**src/rtl/ewrapper_read_responder_if.sv**
```systemverilog
// Emesh inbound request and outbound response signal bundle for the read responder.
// slave: responder side; master: the requester/consumer side.
interface ewrapper_read_responder_if;
  logic        emesh_access_inb;
  logic        emesh_write_inb;
  logic [1:0]  emesh_datamode_inb;
  logic [3:0]  emesh_ctrlmode_inb;
  logic [31:0] emesh_dstaddr_inb;
  logic [31:0] emesh_srcaddr_inb;
  logic [31:0] emesh_data_inb;
  logic        emesh_wr_wait_inb;

  logic        emesh_access_outb;
  logic        emesh_write_outb;
  logic [1:0]  emesh_datamode_outb;
  logic [3:0]  emesh_ctrlmode_outb;
  logic [31:0] emesh_dstaddr_outb;
  logic [31:0] emesh_srcaddr_outb;
  logic [31:0] emesh_data_outb;
  logic        emesh_rd_wait_outb;
  logic        emesh_wr_wait_outb;

  modport slave (
    input  emesh_access_inb, emesh_write_inb, emesh_datamode_inb, emesh_ctrlmode_inb,
    input  emesh_dstaddr_inb, emesh_srcaddr_inb, emesh_data_inb, emesh_wr_wait_inb,
    output emesh_access_outb, emesh_write_outb, emesh_datamode_outb, emesh_ctrlmode_outb,
    output emesh_dstaddr_outb, emesh_srcaddr_outb, emesh_data_outb,
    output emesh_rd_wait_outb, emesh_wr_wait_outb
  );

  modport master (
    output emesh_access_inb, emesh_write_inb, emesh_datamode_inb, emesh_ctrlmode_inb,
    output emesh_dstaddr_inb, emesh_srcaddr_inb, emesh_data_inb, emesh_wr_wait_inb,
    input  emesh_access_outb, emesh_write_outb, emesh_datamode_outb, emesh_ctrlmode_outb,
    input  emesh_dstaddr_outb, emesh_srcaddr_outb, emesh_data_outb,
    input  emesh_rd_wait_outb, emesh_wr_wait_outb
  );
endinterface

```
**src/rtl/ewrapper_read_responder.sv**
```systemverilog
// Emesh register-bank read responder: 16x32 bank, 4-deep pending-read queue, write-back responses.
// Optional macro EWRAPPER_MISS_RESP_EN: answer reads to other chips with 32'hDEADBEEF.
//
// state | meaning
// IDLE  | no response on the output
// SEND  | response held on the output until accepted (emesh_wr_wait_inb=0)
module ewrapper_read_responder #(
  parameter logic [11:0] CHIP_ID    = 12'h810,
  parameter int          FIFO_DEPTH = 4
) (
  input  logic                        emesh_clk_inb,
  input  logic                        reset_n,
  ewrapper_read_responder_if.slave    bus,
  output logic                        err_overflow
);

  localparam int PTR_W = $clog2(FIFO_DEPTH);
  localparam int CNT_W = PTR_W + 1;
  localparam logic [CNT_W-1:0] CNT_FULL = CNT_W'(FIFO_DEPTH);
  localparam logic [CNT_W-1:0] CNT_WAIT = CNT_W'(FIFO_DEPTH - 1);
  localparam logic [31:0]      MISS_DATA = 32'hDEADBEEF;

  typedef enum logic {IDLE = 1'b0, SEND = 1'b1} state_t;

  typedef struct packed {
    logic [31:0] src;
    logic [31:0] dst;
    logic [1:0]  datamode;
    logic [3:0]  ctrlmode;
    logic        miss;
  } req_t;

  logic             rst_sync_n;
  state_t           state_q, state_d;
  logic             load;
  logic [31:0]      bank [16];
  req_t             fifo_mem [FIFO_DEPTH];
  req_t             req_in, head;
  logic [PTR_W-1:0] wr_ptr, rd_ptr;
  logic [CNT_W-1:0] count;
  logic             chip_match, wr_hit, rd_hit, rd_miss, rd_req;
  logic             fifo_empty, fifo_full, push, drop;
  logic [31:0]      out_src, out_dst, out_data;
  logic [1:0]       out_datamode;
  logic [3:0]       out_ctrlmode;

  // Assertion is immediate; release reaches the logic one edge after reset_n rises.
  always_ff @(posedge emesh_clk_inb or negedge reset_n) begin
    if (!reset_n) rst_sync_n <= 1'b0;
    else          rst_sync_n <= 1'b1;
  end

  assign chip_match = (bus.emesh_dstaddr_inb[31:20] == CHIP_ID);
  assign wr_hit     = bus.emesh_access_inb & chip_match & bus.emesh_write_inb;
  assign rd_hit     = bus.emesh_access_inb & chip_match & ~bus.emesh_write_inb;
`ifdef EWRAPPER_MISS_RESP_EN
  assign rd_miss    = bus.emesh_access_inb & ~chip_match & ~bus.emesh_write_inb;
`else
  assign rd_miss    = 1'b0;
`endif
  assign rd_req     = rd_hit | rd_miss;

  assign fifo_empty = (count == '0);
  assign fifo_full  = (count == CNT_FULL);
  assign push       = rd_req & (~fifo_full | load);
  assign drop       = rd_req & fifo_full & ~load;

  assign req_in = '{src:      bus.emesh_srcaddr_inb,
                    dst:      bus.emesh_dstaddr_inb,
                    datamode: bus.emesh_datamode_inb,
                    ctrlmode: bus.emesh_ctrlmode_inb,
                    miss:     rd_miss};
  assign head   = fifo_mem[rd_ptr];

  always_ff @(posedge emesh_clk_inb or negedge rst_sync_n) begin
    if (!rst_sync_n) begin
      for (int i = 0; i < 16; i++) bank[i] <= '0;
    end else if (wr_hit) begin
      bank[bus.emesh_dstaddr_inb[5:2]] <= bus.emesh_data_inb;
    end
  end

  always_ff @(posedge emesh_clk_inb) begin
    if (push) fifo_mem[wr_ptr] <= req_in;
  end

  always_ff @(posedge emesh_clk_inb or negedge rst_sync_n) begin
    if (!rst_sync_n) begin
      wr_ptr       <= '0;
      rd_ptr       <= '0;
      count        <= '0;
      err_overflow <= 1'b0;
    end else begin
      if (push) wr_ptr <= wr_ptr + 1'b1;
      if (load) rd_ptr <= rd_ptr + 1'b1;
      case ({push, load})
        2'b10:   count <= count + 1'b1;
        2'b01:   count <= count - 1'b1;
        default: count <= count;
      endcase
      if (drop) err_overflow <= 1'b1;
    end
  end

  always_ff @(posedge emesh_clk_inb or negedge rst_sync_n) begin
    if (!rst_sync_n) state_q <= IDLE;
    else             state_q <= state_d;
  end

  always_comb begin
    state_d = state_q;
    case (state_q)
      IDLE:    if (!fifo_empty) state_d = SEND;
      SEND:    if (!bus.emesh_wr_wait_inb) state_d = fifo_empty ? IDLE : SEND;
      default: state_d = IDLE;
    endcase
  end

  always_comb begin
    load = 1'b0;
    case (state_q)
      IDLE:    load = ~fifo_empty;
      SEND:    load = ~bus.emesh_wr_wait_inb & ~fifo_empty;
      default: load = 1'b0;
    endcase
  end

  // Bank is sampled before this edge's write lands, so a coincident write is not seen.
  always_ff @(posedge emesh_clk_inb or negedge rst_sync_n) begin
    if (!rst_sync_n) begin
      out_src      <= '0;
      out_dst      <= '0;
      out_data     <= '0;
      out_datamode <= '0;
      out_ctrlmode <= '0;
    end else if (load) begin
      out_src      <= head.src;
      out_dst      <= head.dst;
      out_datamode <= head.datamode;
      out_ctrlmode <= head.ctrlmode;
      out_data     <= head.miss ? MISS_DATA : bank[head.dst[5:2]];
    end
  end

  assign bus.emesh_access_outb   = (state_q == SEND);
  assign bus.emesh_write_outb    = (state_q == SEND);
  assign bus.emesh_datamode_outb = out_datamode;
  assign bus.emesh_ctrlmode_outb = out_ctrlmode;
  assign bus.emesh_dstaddr_outb  = out_src;
  assign bus.emesh_srcaddr_outb  = out_dst;
  assign bus.emesh_data_outb     = out_data;
  assign bus.emesh_rd_wait_outb  = (count >= CNT_WAIT);
  assign bus.emesh_wr_wait_outb  = 1'b0;

endmodule

```
**src/flat_wrapper.sv**
```systemverilog
// flat-port wrapper written by rule: the top's interface ports become plain ports
module ewrapper_read_responder_flat 
#(
  parameter logic [11:0] CHIP_ID    = 12'h810,
  parameter int          FIFO_DEPTH = 4
)
  (emesh_clk_inb, reset_n, err_overflow, bus_emesh_access_inb, bus_emesh_write_inb, bus_emesh_datamode_inb, bus_emesh_ctrlmode_inb, bus_emesh_dstaddr_inb, bus_emesh_srcaddr_inb, bus_emesh_data_inb, bus_emesh_wr_wait_inb, bus_emesh_access_outb, bus_emesh_write_outb, bus_emesh_datamode_outb, bus_emesh_ctrlmode_outb, bus_emesh_dstaddr_outb, bus_emesh_srcaddr_outb, bus_emesh_data_outb, bus_emesh_rd_wait_outb, bus_emesh_wr_wait_outb);
  ewrapper_read_responder_if bus_i ();
  input  logic emesh_clk_inb;
  input  logic reset_n;
  output logic err_overflow;
  input wire logic [$bits(bus_i.emesh_access_inb)-1:0] bus_emesh_access_inb;
  input wire logic [$bits(bus_i.emesh_write_inb)-1:0] bus_emesh_write_inb;
  input wire logic [$bits(bus_i.emesh_datamode_inb)-1:0] bus_emesh_datamode_inb;
  input wire logic [$bits(bus_i.emesh_ctrlmode_inb)-1:0] bus_emesh_ctrlmode_inb;
  input wire logic [$bits(bus_i.emesh_dstaddr_inb)-1:0] bus_emesh_dstaddr_inb;
  input wire logic [$bits(bus_i.emesh_srcaddr_inb)-1:0] bus_emesh_srcaddr_inb;
  input wire logic [$bits(bus_i.emesh_data_inb)-1:0] bus_emesh_data_inb;
  input wire logic [$bits(bus_i.emesh_wr_wait_inb)-1:0] bus_emesh_wr_wait_inb;
  output wire logic [$bits(bus_i.emesh_access_outb)-1:0] bus_emesh_access_outb;
  output wire logic [$bits(bus_i.emesh_write_outb)-1:0] bus_emesh_write_outb;
  output wire logic [$bits(bus_i.emesh_datamode_outb)-1:0] bus_emesh_datamode_outb;
  output wire logic [$bits(bus_i.emesh_ctrlmode_outb)-1:0] bus_emesh_ctrlmode_outb;
  output wire logic [$bits(bus_i.emesh_dstaddr_outb)-1:0] bus_emesh_dstaddr_outb;
  output wire logic [$bits(bus_i.emesh_srcaddr_outb)-1:0] bus_emesh_srcaddr_outb;
  output wire logic [$bits(bus_i.emesh_data_outb)-1:0] bus_emesh_data_outb;
  output wire logic [$bits(bus_i.emesh_rd_wait_outb)-1:0] bus_emesh_rd_wait_outb;
  output wire logic [$bits(bus_i.emesh_wr_wait_outb)-1:0] bus_emesh_wr_wait_outb;
  assign bus_i.emesh_access_inb = bus_emesh_access_inb;
  assign bus_i.emesh_write_inb = bus_emesh_write_inb;
  assign bus_i.emesh_datamode_inb = bus_emesh_datamode_inb;
  assign bus_i.emesh_ctrlmode_inb = bus_emesh_ctrlmode_inb;
  assign bus_i.emesh_dstaddr_inb = bus_emesh_dstaddr_inb;
  assign bus_i.emesh_srcaddr_inb = bus_emesh_srcaddr_inb;
  assign bus_i.emesh_data_inb = bus_emesh_data_inb;
  assign bus_i.emesh_wr_wait_inb = bus_emesh_wr_wait_inb;
  assign bus_emesh_access_outb = bus_i.emesh_access_outb;
  assign bus_emesh_write_outb = bus_i.emesh_write_outb;
  assign bus_emesh_datamode_outb = bus_i.emesh_datamode_outb;
  assign bus_emesh_ctrlmode_outb = bus_i.emesh_ctrlmode_outb;
  assign bus_emesh_dstaddr_outb = bus_i.emesh_dstaddr_outb;
  assign bus_emesh_srcaddr_outb = bus_i.emesh_srcaddr_outb;
  assign bus_emesh_data_outb = bus_i.emesh_data_outb;
  assign bus_emesh_rd_wait_outb = bus_i.emesh_rd_wait_outb;
  assign bus_emesh_wr_wait_outb = bus_i.emesh_wr_wait_outb;
  ewrapper_read_responder #(.CHIP_ID(CHIP_ID), .FIFO_DEPTH(FIFO_DEPTH)) u_core (.emesh_clk_inb(emesh_clk_inb), .reset_n(reset_n), .bus(bus_i), .err_overflow(err_overflow));
endmodule
```
**config.mk**
```make
export PLATFORM = sky130hd
export DESIGN_NAME = ewrapper_read_responder_flat
export DESIGN_NICKNAME = d
export VERILOG_FILES = /design/src/rtl/ewrapper_read_responder_if.sv /design/src/rtl/ewrapper_read_responder.sv /design/src/flat_wrapper.sv
export SDC_FILE = /design/constraint.sdc
export NUM_CORES = 1
export LEC_CHECK = 0
export ABC_CLOCK_PERIOD_IN_PS = 20400
export CORE_ASPECT_RATIO = 1.25
export CORE_UTILIZATION = 35
export DETAILED_ROUTE_END_ITERATION = 16
export GPL_ROUTABILITY_DRIVEN = 0
export RECOVER_POWER = 50
export SETUP_SLACK_MARGIN = 0.05
export SYNTH_ARGS = -nofsm -noshare
export SYNTH_HDL_FRONTEND = slang
export SYNTH_SLANG_ARGS = --single-unit
```
**constraint.sdc**
```tcl
create_clock -name emesh_clk_inb -period 20.4 [get_ports emesh_clk_inb]
set_input_delay 2.04 -clock emesh_clk_inb [delete_from_list [all_inputs] [get_ports emesh_clk_inb]]
set_output_delay 2.04 -clock emesh_clk_inb [all_outputs]
set_load 0.01 [all_outputs]
```
==> results.toml, run 1 <==
[placement]
post_dp_cell_area_um2 = 41500
portBuffers = 212
dp_hpwl_um = 56200

[logic_synthesis]
syn_nets = 2648
synthAdderAreaFrac_pct = 0.185
synth-compound-area-share_pct = 2.09
synth_edf_count = 280
synth_area_um2 = 37900
yosysTopAreaCellShare_pct = 41.2
synthMuxAreaShare_pct = 26.4
synthSimpleGateAreaFrac_pct = 5.56
yosys-top-cells-area = "dfrtp_1 41%, edfxtp_1 22%, mux2_2 17%"
synth_commonest_cells = "624 x dfrtp_1, 572 x mux2_2, 340 x nand2_1"
ys_warn_count = 0
ys_seq_elements = 904
ys_types = 43
synth_top_family_by_area = "multiplexers"
ys.flop_type = "dfrtp_1"
synthArstFlopShare_pct = 69.0
synth_xor_area_share_pct = 0.115
synth_most_common_cell = "dfrtp_1"
synth_cells = 2536
avgSynthCellArea_um2 = 15.0
synth_area_leader_cell = "dfrtp_1"
yosysSeqAreaShare_pct = 63.3

[cts]
cts_inserted_buffers = 94
cts_resized = 0
cts_tree = "yes"
root_buffer = "clkbuf_16"
clk_pin_slew_ns = 0.06
cts_setup_buffers = 0
clock_tree.buffer_depth = 3
postCtsHoldBufs = 0
clock_latency_ns = 0.66
htreeDepth = 3
cts.sinks = 904

[floorplan]
die_h_um = 370
io_pins = 214
fp-row-count = 134
initial_core_util_pct = 35.4
die_area_um2 = 110000
core-area_um2 = 107000
die_w_um = 296

[sta]
max_slew_margin_pct = -178
finClkSkew_ns = 0.0264
fin_crit_ns = 8.63
tightest_slew_ns = 4.17
finalSetupViolCount = 0
fin_tns_setup_ns = 0
period_share_pct = 42.3
fmax_ghz = 0.116
slew_violations = 552
finalHoldViolations = 0
grt_setup_unrepaired = "no"

[routing]
drtAntennaViolNets = 0
dr.first_iter.drc_count = 1145
wire_per_inst_um = 22.7
drc_errors = 0
drt-pass1-iter-count = 5
routed_wl_um = 95500
via_count = 21779
via_per_inst = 5.18

[cells_and_area]
finalInstanceArea_um2 = 44700
syn_to_final_growth_pct = 17.9
fillers = 9693
drive_gt1_share_pct = 30.8
nNetsFinal = 2804

[global_routing]
grt_use_total_pct = 17.7
grt-ovfl-total = 0
grt_pass1_wl_um = 148000
antenna_found_initial = 23
grt_max_degree = 191
grt_pass1_vias = 24045

[flow_run]
maxCapViolations = 9

[power]
ir_drop_mv = 0.0773
power_density_nw_per_um2 = 115
p_leak_nw = 19.9

[critical_path]
crit_type = "flop to async pin"
rrSetupSlack_ns = 11.77
start_kind = "flop"
worst-path-buf-inv = 2
critical-path-top-delay-family = "buffers and inverters"
critPathMostFrequentCell = "clkbuf_1"
crit_arrival_ns = 8.51
r2r-start = "u_core.rst_sync_n"
path_max_fanout = 71
required_ns = 20.28
cpMaxStageDelayCell = "clkbuf_1"
max_stage_delay_ns = 2.78
reg2reg_depth = 2
r2r_end = "u_core.bank[418]"
end_kind = "async pin"
crit_chain = "clkbuf_1 > clkbuf_1"

[worst_hold_path]
min_path_cells = 2
hp-class = "flop to flop"
whs_endpoint = "u_core.bus.emesh_srcaddr_outb[8]"
min-delay-start = "u_core.bus.emesh_srcaddr_outb[8]"

[outcome]
violations = "capacitance limit, slew limit"
outcome = "complete, but fails checks"
==> state kept, by name, summed over array words and instances, names as in the netlist <==
| signal | flops |
|---|---|
| u_core.count | 3 |
| u_core.bus.emesh_ctrlmode_outb | 4 |
| u_core.bus.emesh_access_outb | 1 |
| u_core.wr_ptr | 2 |
| u_core.bus.emesh_datamode_outb | 2 |
| u_core.err_overflow | 1 |
| u_core.bus.emesh_dstaddr_outb | 32 |
| u_core.rst_sync_n | 1 |
| u_core.bus.emesh_srcaddr_outb | 32 |
| u_core.rd_ptr | 2 |
| u_core.bank | 512 |
| u_core.bus.emesh_data_outb | 32 |
| u_core.fifo_mem | 280 |
==> metrics by stage <==
stage | setup WS [ns] | hold slack, ns | util, % | power, W | std cells
floorplan | 1.69 | 0.458 | - | 0.00287 | 2536
global placement | 14.39 | 0.460 | 38.7 | 0.00341 | 4024
detailed placement | 14.34 | 0.461 | 38.7 | 0.00342 | 4024
CTS | 15.03 | 0.477 | 41.8 | 0.00524 | 4199
global route | 10.02 | 0.493 | 41.8 | 0.00538 | 4204
finish | 11.77 | 0.467 | 41.8 | 0.00514 | 4205
==> area by class of cell <==
type / count / area [um^2] / share of cell area [%]
inverters: 3 / 11.3 / 0.0252
diodes: 6 / 15.0 / 0.0336
multi-input cells: 1437 / 13200 / 29.5
flip-flops and latches: 904 / 24000 / 53.7
clock buffers: 134 / 2760 / 6.16
repair buffers: 252 / 2410 / 5.38
well taps: 1428 / 1790 / 3.99
clock inverters: 41 / 538 / 1.20
==> cell families after synthesis <==
group,Yosys count
muxes,842
AOI/OAI and AO/OA,107
buffers and inverters,195
and+or+nand+nor,476
adders and majority gates,5
xor gates and xnor gates,5
other,2
DFF,904
==> how the worst max path moves through the flow <==
| stage | from | to | slack (ns) | depth (start not counted) |
|---|---|---|---|---|
| 4_1_cts | bus_emesh_dstaddr_inb[24] | u_core.bank[454] | 15.03 | 7 |
| 6_report | u_core.rst_sync_n | u_core.bank[418] | 11.77 | 2 |
| 3_5_place_dp | bus_emesh_dstaddr_inb[24] | u_core.bank[454] | 14.34 | 7 |
| 5_1_grt | u_core.rst_sync_n | u_core.bank[481] | 10.02 | 2 |
| 3_3_place_gp | bus_emesh_dstaddr_inb[24] | u_core.bank[251] | 14.39 | 7 |
| 2_1_floorplan | u_core.rst_sync_n | u_core.bank[0] | 1.69 | 0 |
==> layout by cell type (no fill, tap or decap), types with 3 or more instances in the layout <==
cell type | Yosys | final
a22oi_1 | 32 | 32
a21o_1 | 4 | 4
o211ai_1 | 64 | 64
clkinv_4 | 0 | 3
clkdlybuf4s50_1 | 0 | 107
diode_2 | 0 | 6
and2_4 | 0 | 4
clkinvlp_4 | 0 | 3
inv_1 | 3 | 3
mux2_1 | 6 | 6
bufinv_16 | 0 | 10
clkbuf_1 | 90 | 24
mux4_2 | 70 | 67
nor3_4 | 0 | 3
ha_1 | 4 | 4
clkinv_2 | 0 | 14
mux2_2 | 572 | 572
edfxtp_1 | 280 | 280
nand2_1 | 340 | 339
xnor2_1 | 4 | 4
clkbuf_8 | 0 | 21
buf_4 | 8 | 32
clkinv_1 | 0 | 5
dlygate4sd3_1 | 0 | 105
nand3_1 | 33 | 32
dfrtp_1 | 624 | 622
nor2_4 | 0 | 9
clkbuf_16 | 0 | 96
nand4_1 | 65 | 65
mux2i_1 | 194 | 194
mux4_4 | 0 | 3
==> tightest hold or removal path, stage by stage (launching register included) <==
cell	delay, ns
dfrtp_1	0.34
nand2_1	0.05
nand2_1	0.05
==> power by group <==
part           switching (W)  internal [W]
Sequential         0.0000986       0.00197
Clock               0.000718       0.00107
Combinational       0.000746      0.000534
==> routing by layer <==
layer  vias up  part of all wire [%]  track usage [%]
met4        30                   2.3             5.04
met3       174                   5.6             4.58
li1       9596                     -                -
met2       435                    50             30.4
met5         -                  0.20                0
met1     11544                    42             21.8
Note: power is estimated with default switching activity, not from simulation.
==> inputs of run 2 (changes only) <==
ABC_CLOCK_PERIOD_IN_PS = 8550   (was 20400)
clock period = 8.55 ns   (was 20.4 ns; I/O delays follow)
==> results.toml, run 2 (synthesis results as in run 1) <==
[critical_path]
max_stage_delay_ns = 2.92
reg2reg_depth = 6
rrSetupSlack_ns = 2.80
start_kind = "primary input"
critPathMostFrequentCell = "nand4_1"
critical-path-top-delay-family = "buffers and inverters"
worst-path-buf-inv = 3
required_ns = 9.13
cpMaxStageDelayCell = "clkbuf_1"
end_kind = "flop"
crit_chain = "dlygate4sd3_1 > a21oi_4 > clkbuf_1 > and2_1 > buf_4 > nand4_1 > nand4_1"
crit_type = "primary input to flop"
path_max_fanout = 70
r2r-start = "u_core.bus.emesh_access_outb"
r2r_end = "u_core.bus.emesh_data_outb[5]"
crit_arrival_ns = 6.66

[sta]
hold_ws_ns = 0.419
finalHoldViolations = 0
max_slew_margin_pct = -177
finClkSkew_ns = 0.0324
fmax_ghz = 0.164
fin_crit_ns = 6.09
grt_setup_unrepaired = "no"
period_share_pct = 71.2
slew_violations = 230
tightest_slew_ns = 4.15
fin_tns_setup_ns = 0
finalSetupViolCount = 0

[placement]
portBuffers = 212
post_dp_cell_area_um2 = 41500
dp_hpwl_um = 55600

[cts]
cts_resized = 0
clock_tree.buffer_depth = 3
cts_inserted_buffers = 95
cts_tree = "yes"
postCtsHoldBufs = 0
clk_pin_slew_ns = 0.06
cts_setup_buffers = 0
cts.sinks = 904
htreeDepth = 3
root_buffer = "clkbuf_16"
clock_latency_ns = 0.67

[routing]
dr.first_iter.drc_count = 1193
drc_errors = 0
routed_wl_um = 96700
drtAntennaViolNets = 0
wire_per_inst_um = 23.0
via_per_inst = 5.21
via_count = 21897
drt-pass1-iter-count = 6

[outcome]
violations = "capacitance limit, slew limit"
outcome = "complete, but fails checks"

[global_routing]
antenna_found_initial = 26
grt_use_total_pct = 18.0
grt-ovfl-total = 0
grt_max_degree = 175
grt_pass1_wl_um = 150000
grt_pass1_vias = 24237

[power]
intPower_w = 0.00819
pwr-share-clk_pct = 33.4
p_sw_share_pct = 31.5
ir_drop_mv = 0.249
combPwrFrac_pct = 25.3
switching_power_w = 0.00376
p_leak_nw = 19.9
power_density_nw_per_um2 = 269
power.total_w = 0.0120
pwr-share-seq_pct = 41.2

[cells_and_area]
final_cell_mix = "622 x dfrtp_1, 572 x mux2_2, 339 x nand2_1, 280 x edfxtp_1, 194 x mux2i_1"
regMostFlops = "u_core.bank"
fillers = 9688
finalInstanceArea_um2 = 44500
reg_top3 = "u_core.bank (512), u_core.fifo_mem (280)"
syn_to_final_growth_pct = 17.3
fin_util_pct = 41.5
multiInputGateArea_um2 = 13200
nNetsFinal = 2803
final_common_cell = "dfrtp_1"
regArea_um2 = 24000
largest_reg_flops = 512
drive_gt1_share_pct = 30.5

[floorplan]
die_area_um2 = 110000
io_pins = 214
die_h_um = 370
fp-row-count = 134
initial_core_util_pct = 35.4
die_w_um = 296
core-area_um2 = 107000

[worst_hold_path]
hp-class = "primary input to async pin"

[flow_run]
maxCapViolations = 4
run 2: changes by cell type in the layout (fill, tap and decap cells not counted), sizes merged:
cell / before / now
clkbuf: 141 / 131
clkinv: 25 / 35
dlygate4sd3: 105 / 175
inv: 6 / 8
clkdlybuf4s50: 107 / 37
bufinv: 10 / 3
buf: 33 / 35
run 2: worst max-delay path by stage:
stage | start | endpoint | slack [ns] | depth (start not counted)
floorplan | u_core.rst_sync_n | u_core.bank[0] | 2.49 | 0
global placement | bus_emesh_dstaddr_inb[24] | u_core.bank[418] | 3.65 | 7
detailed placement | bus_emesh_dstaddr_inb[24] | u_core.bank[431] | 3.58 | 7
global route | bus_emesh_wr_wait_inb | u_core.bus.emesh_data_outb[12] | 2.11 | 7
finish | bus_emesh_wr_wait_inb | u_core.bus.emesh_data_outb[5] | 2.46 | 7
CTS | bus_emesh_dstaddr_inb[24] | u_core.bank[418] | 4.30 | 7
run 2: power by group through the flow:
stage | logic, W | clock network (W) | registers, W
2_1_floorplan | 0.00178 | 0 | 0.00506
3_3_place_gp | 0.00314 | 0 | 0.00502
3_5_place_dp | 0.00315 | 0 | 0.00502
4_1_cts | 0.00317 | 0.00410 | 0.00495
5_1_grt | 0.00328 | 0.00428 | 0.00497
6_report | 0.00303 | 0.00400 | 0.00493
run 2: worst reg2reg max path: stages, from the launching register on:
cell and delay, ns:
dfrtp_1 0.55, a21oi_4 0.20, clkbuf_1 2.92, and2_1 1.08, buf_4 0.52, nand4_1 0.27
nand4_1 0.13
run 2: layout make-up:
type	instances	share of cell area (%)
tap	1428	4.01
inverter	3	0.0253
clock buffer	128	5.89
antenna	6	0.0337
multi-input combinational	1437	29.6
timing repair buffer	250	5.50
clock inverter	46	0.914
sequential	904	54.0
run 2: layer usage:
layer  GRT usage (%)  up-vias  routed length [um]
met5               0        -                 208
met4            5.54       34                2330
met3            4.30      180                5380
met2            31.4      464               49500
met1            21.9    11611               39200
li1                -     9608                   -
run 2: per-stage QoR:
| step | std cells | setup WS [ns] |
|---|---|---|
| after floorplan | 2536 | 2.49 |
| after global placement | 4022 | 3.65 |
| after detailed placement | 4022 | 3.58 |
| after CTS | 4196 | 4.30 |
| after global routing | 4200 | 2.11 |
| final | 4202 | 2.46 |
==> inputs of run 3 (changes only) <==
ABC_CLOCK_PERIOD_IN_PS = 6100   (was 8550)
clock period = 6.1 ns   (was 8.55 ns; I/O delays follow)
==> results.toml, run 3 (synthesis results as in run 1) <==
[cts]
postCtsHoldBufs = 0
htreeDepth = 3
clock_latency_ns = 0.68
cts_resized = 0
cts_tree = "yes"
cts_setup_buffers = 0
clock_tree.buffer_depth = 3
clk_pin_slew_ns = 0.06
cts_inserted_buffers = 95
cts.sinks = 904
root_buffer = "clkbuf_16"

[power]
ir_drop_mv = 0.387
p_sw_share_pct = 30.8
pwr-share-clk_pct = 34.9
switching_power_w = 0.00531
combPwrFrac_pct = 24.9
pwr-share-seq_pct = 40.3
intPower_w = 0.0119
power_density_nw_per_um2 = 385
p_leak_nw = 20.0

[floorplan]
die_h_um = 370
die_w_um = 296
initial_core_util_pct = 35.4
fp-row-count = 134
core-area_um2 = 107000
io_pins = 214
die_area_um2 = 110000

[routing]
via_per_inst = 5.16
routed_wl_um = 95400
drc_errors = 0
wl_met1_um = 40100
via_count = 21694
route.met2.wl_um = 47700
dr.first_iter.drc_count = 1292
topRoutingLayerUsed = "met5"
wire_per_inst_um = 22.7
drtAntennaViolNets = 0
drt-pass1-iter-count = 5
dr_wl_met3_um = 4950

[sta]
finalSetupViolCount = 0
finClkSkew_ns = 0.0338
fin_tns_setup_ns = 0
fin_ws_ns = 1.53
fin_crit_ns = 4.57
max_slew_margin_pct = -59.1
tightest_slew_ns = 2.39
hold_ws_ns = 0.167
slew_violations = 413
finalHoldViolations = 0
grt_setup_unrepaired = "no"
fmax_ghz = 0.219
period_share_pct = 74.8

[cells_and_area]
syn_to_final_growth_pct = 18.1
largest_reg_flops = 512
drive_gt1_share_pct = 31.2
final_cell_mix = "623 x dfrtp_1, 572 x mux2_2, 339 x nand2_1, 280 x edfxtp_1, 194 x mux2i_1"
final_common_cell = "dfrtp_1"
reg_top3 = "u_core.bank (512), u_core.fifo_mem (280)"
regMostFlops = "u_core.bank"
nNetsFinal = 2807
fin_util_pct = 41.8
finalInstanceArea_um2 = 44800

[critical_path]
r2r-start = "u_core.rd_ptr[1]"
crit_arrival_ns = 5.15
cp-startpoint = "u_core.rd_ptr[1]"
crit_type = "flop to flop"
rrSetupSlack_ns = 1.53
start_kind = "flop"
end_kind = "flop"
required_ns = 6.68
path_max_fanout = 55

[placement]
post_dp_cell_area_um2 = 41600
portBuffers = 212
dp_hpwl_um = 57800
dp_slack_ns = 1.63

[outcome]
violations = "capacitance limit, slew limit"
outcome = "complete, but fails checks"

[worst_hold_path]
hp-class = "primary input to async pin"

[flow_run]
maxCapViolations = 6

[global_routing]
grt-ovfl-total = 0
grt_max_degree = 187
antenna_found_initial = 18
grt_pass1_vias = 23777
grt_pass1_wl_um = 148000
grt_use_total_pct = 17.7
-- run 3: path summary, 6_finish.rpt --
check | cells past startpoint | end
setup reg to reg | 6 | u_core.bus.emesh_data_outb[23]
hold reg to reg | 2 | u_core.bus.emesh_srcaddr_outb[16]
hold / removal | 1 | u_core.rst_sync_n
min in group emesh_clk_inb | 2 | u_core.bus.emesh_srcaddr_outb[16]
max in group asynchronous | 1 | u_core.bank[352]
setup / recovery | 6 | u_core.bus.emesh_data_outb[23]
-- run 3: through the flow --
stage / total power, W / cells
after detailed placement: 0.0115 / 4026
after CTS: 0.0175 / 4201
after floorplan: 0.00958 / 2536
after global routing: 0.0180 / 4202
final: 0.0172 / 4203
after global placement: 0.0114 / 4026
-- run 3: routing by layer --
layer | vias up | GRT usage, %
met5 | - | 0
met2 | 466 | 30.1
met3 | 159 | 3.62
met1 | 11444 | 22.4
li1 | 9597 | -
met4 | 28 | 5.84
-- run 3: final cells by class --
class / instances / area [um^2]
antenna: 2 / 5.00
clock buffer: 132 / 2710
clock inverter: 43 / 579
fill: 9675 / 62300
inverter: 3 / 11.3
multi-input combinational: 1437 / 13200
sequential: 904 / 24000
tap: 1428 / 1790
timing repair buffer: 254 / 2490
-- run 3: critical path, stage by stage (launching register included) --
cell and delay, ns:
dfrtp_1 0.92, buf_4 0.81, mux4_2 0.50, nor3_2 1.17, buf_4 0.55, o211ai_1 0.31, nand4_1 0.17
-- run 3: power by group through the flow --
stage	logic, W	registers (W)	clock network [W]
3_5_place_dp	0.00440	0.00707	0
5_1_grt	0.00463	0.00700	0.00639
4_1_cts	0.00442	0.00697	0.00615
2_1_floorplan	0.00249	0.00709	0
3_3_place_gp	0.00437	0.00706	0
6_report	0.00428	0.00694	0.00601
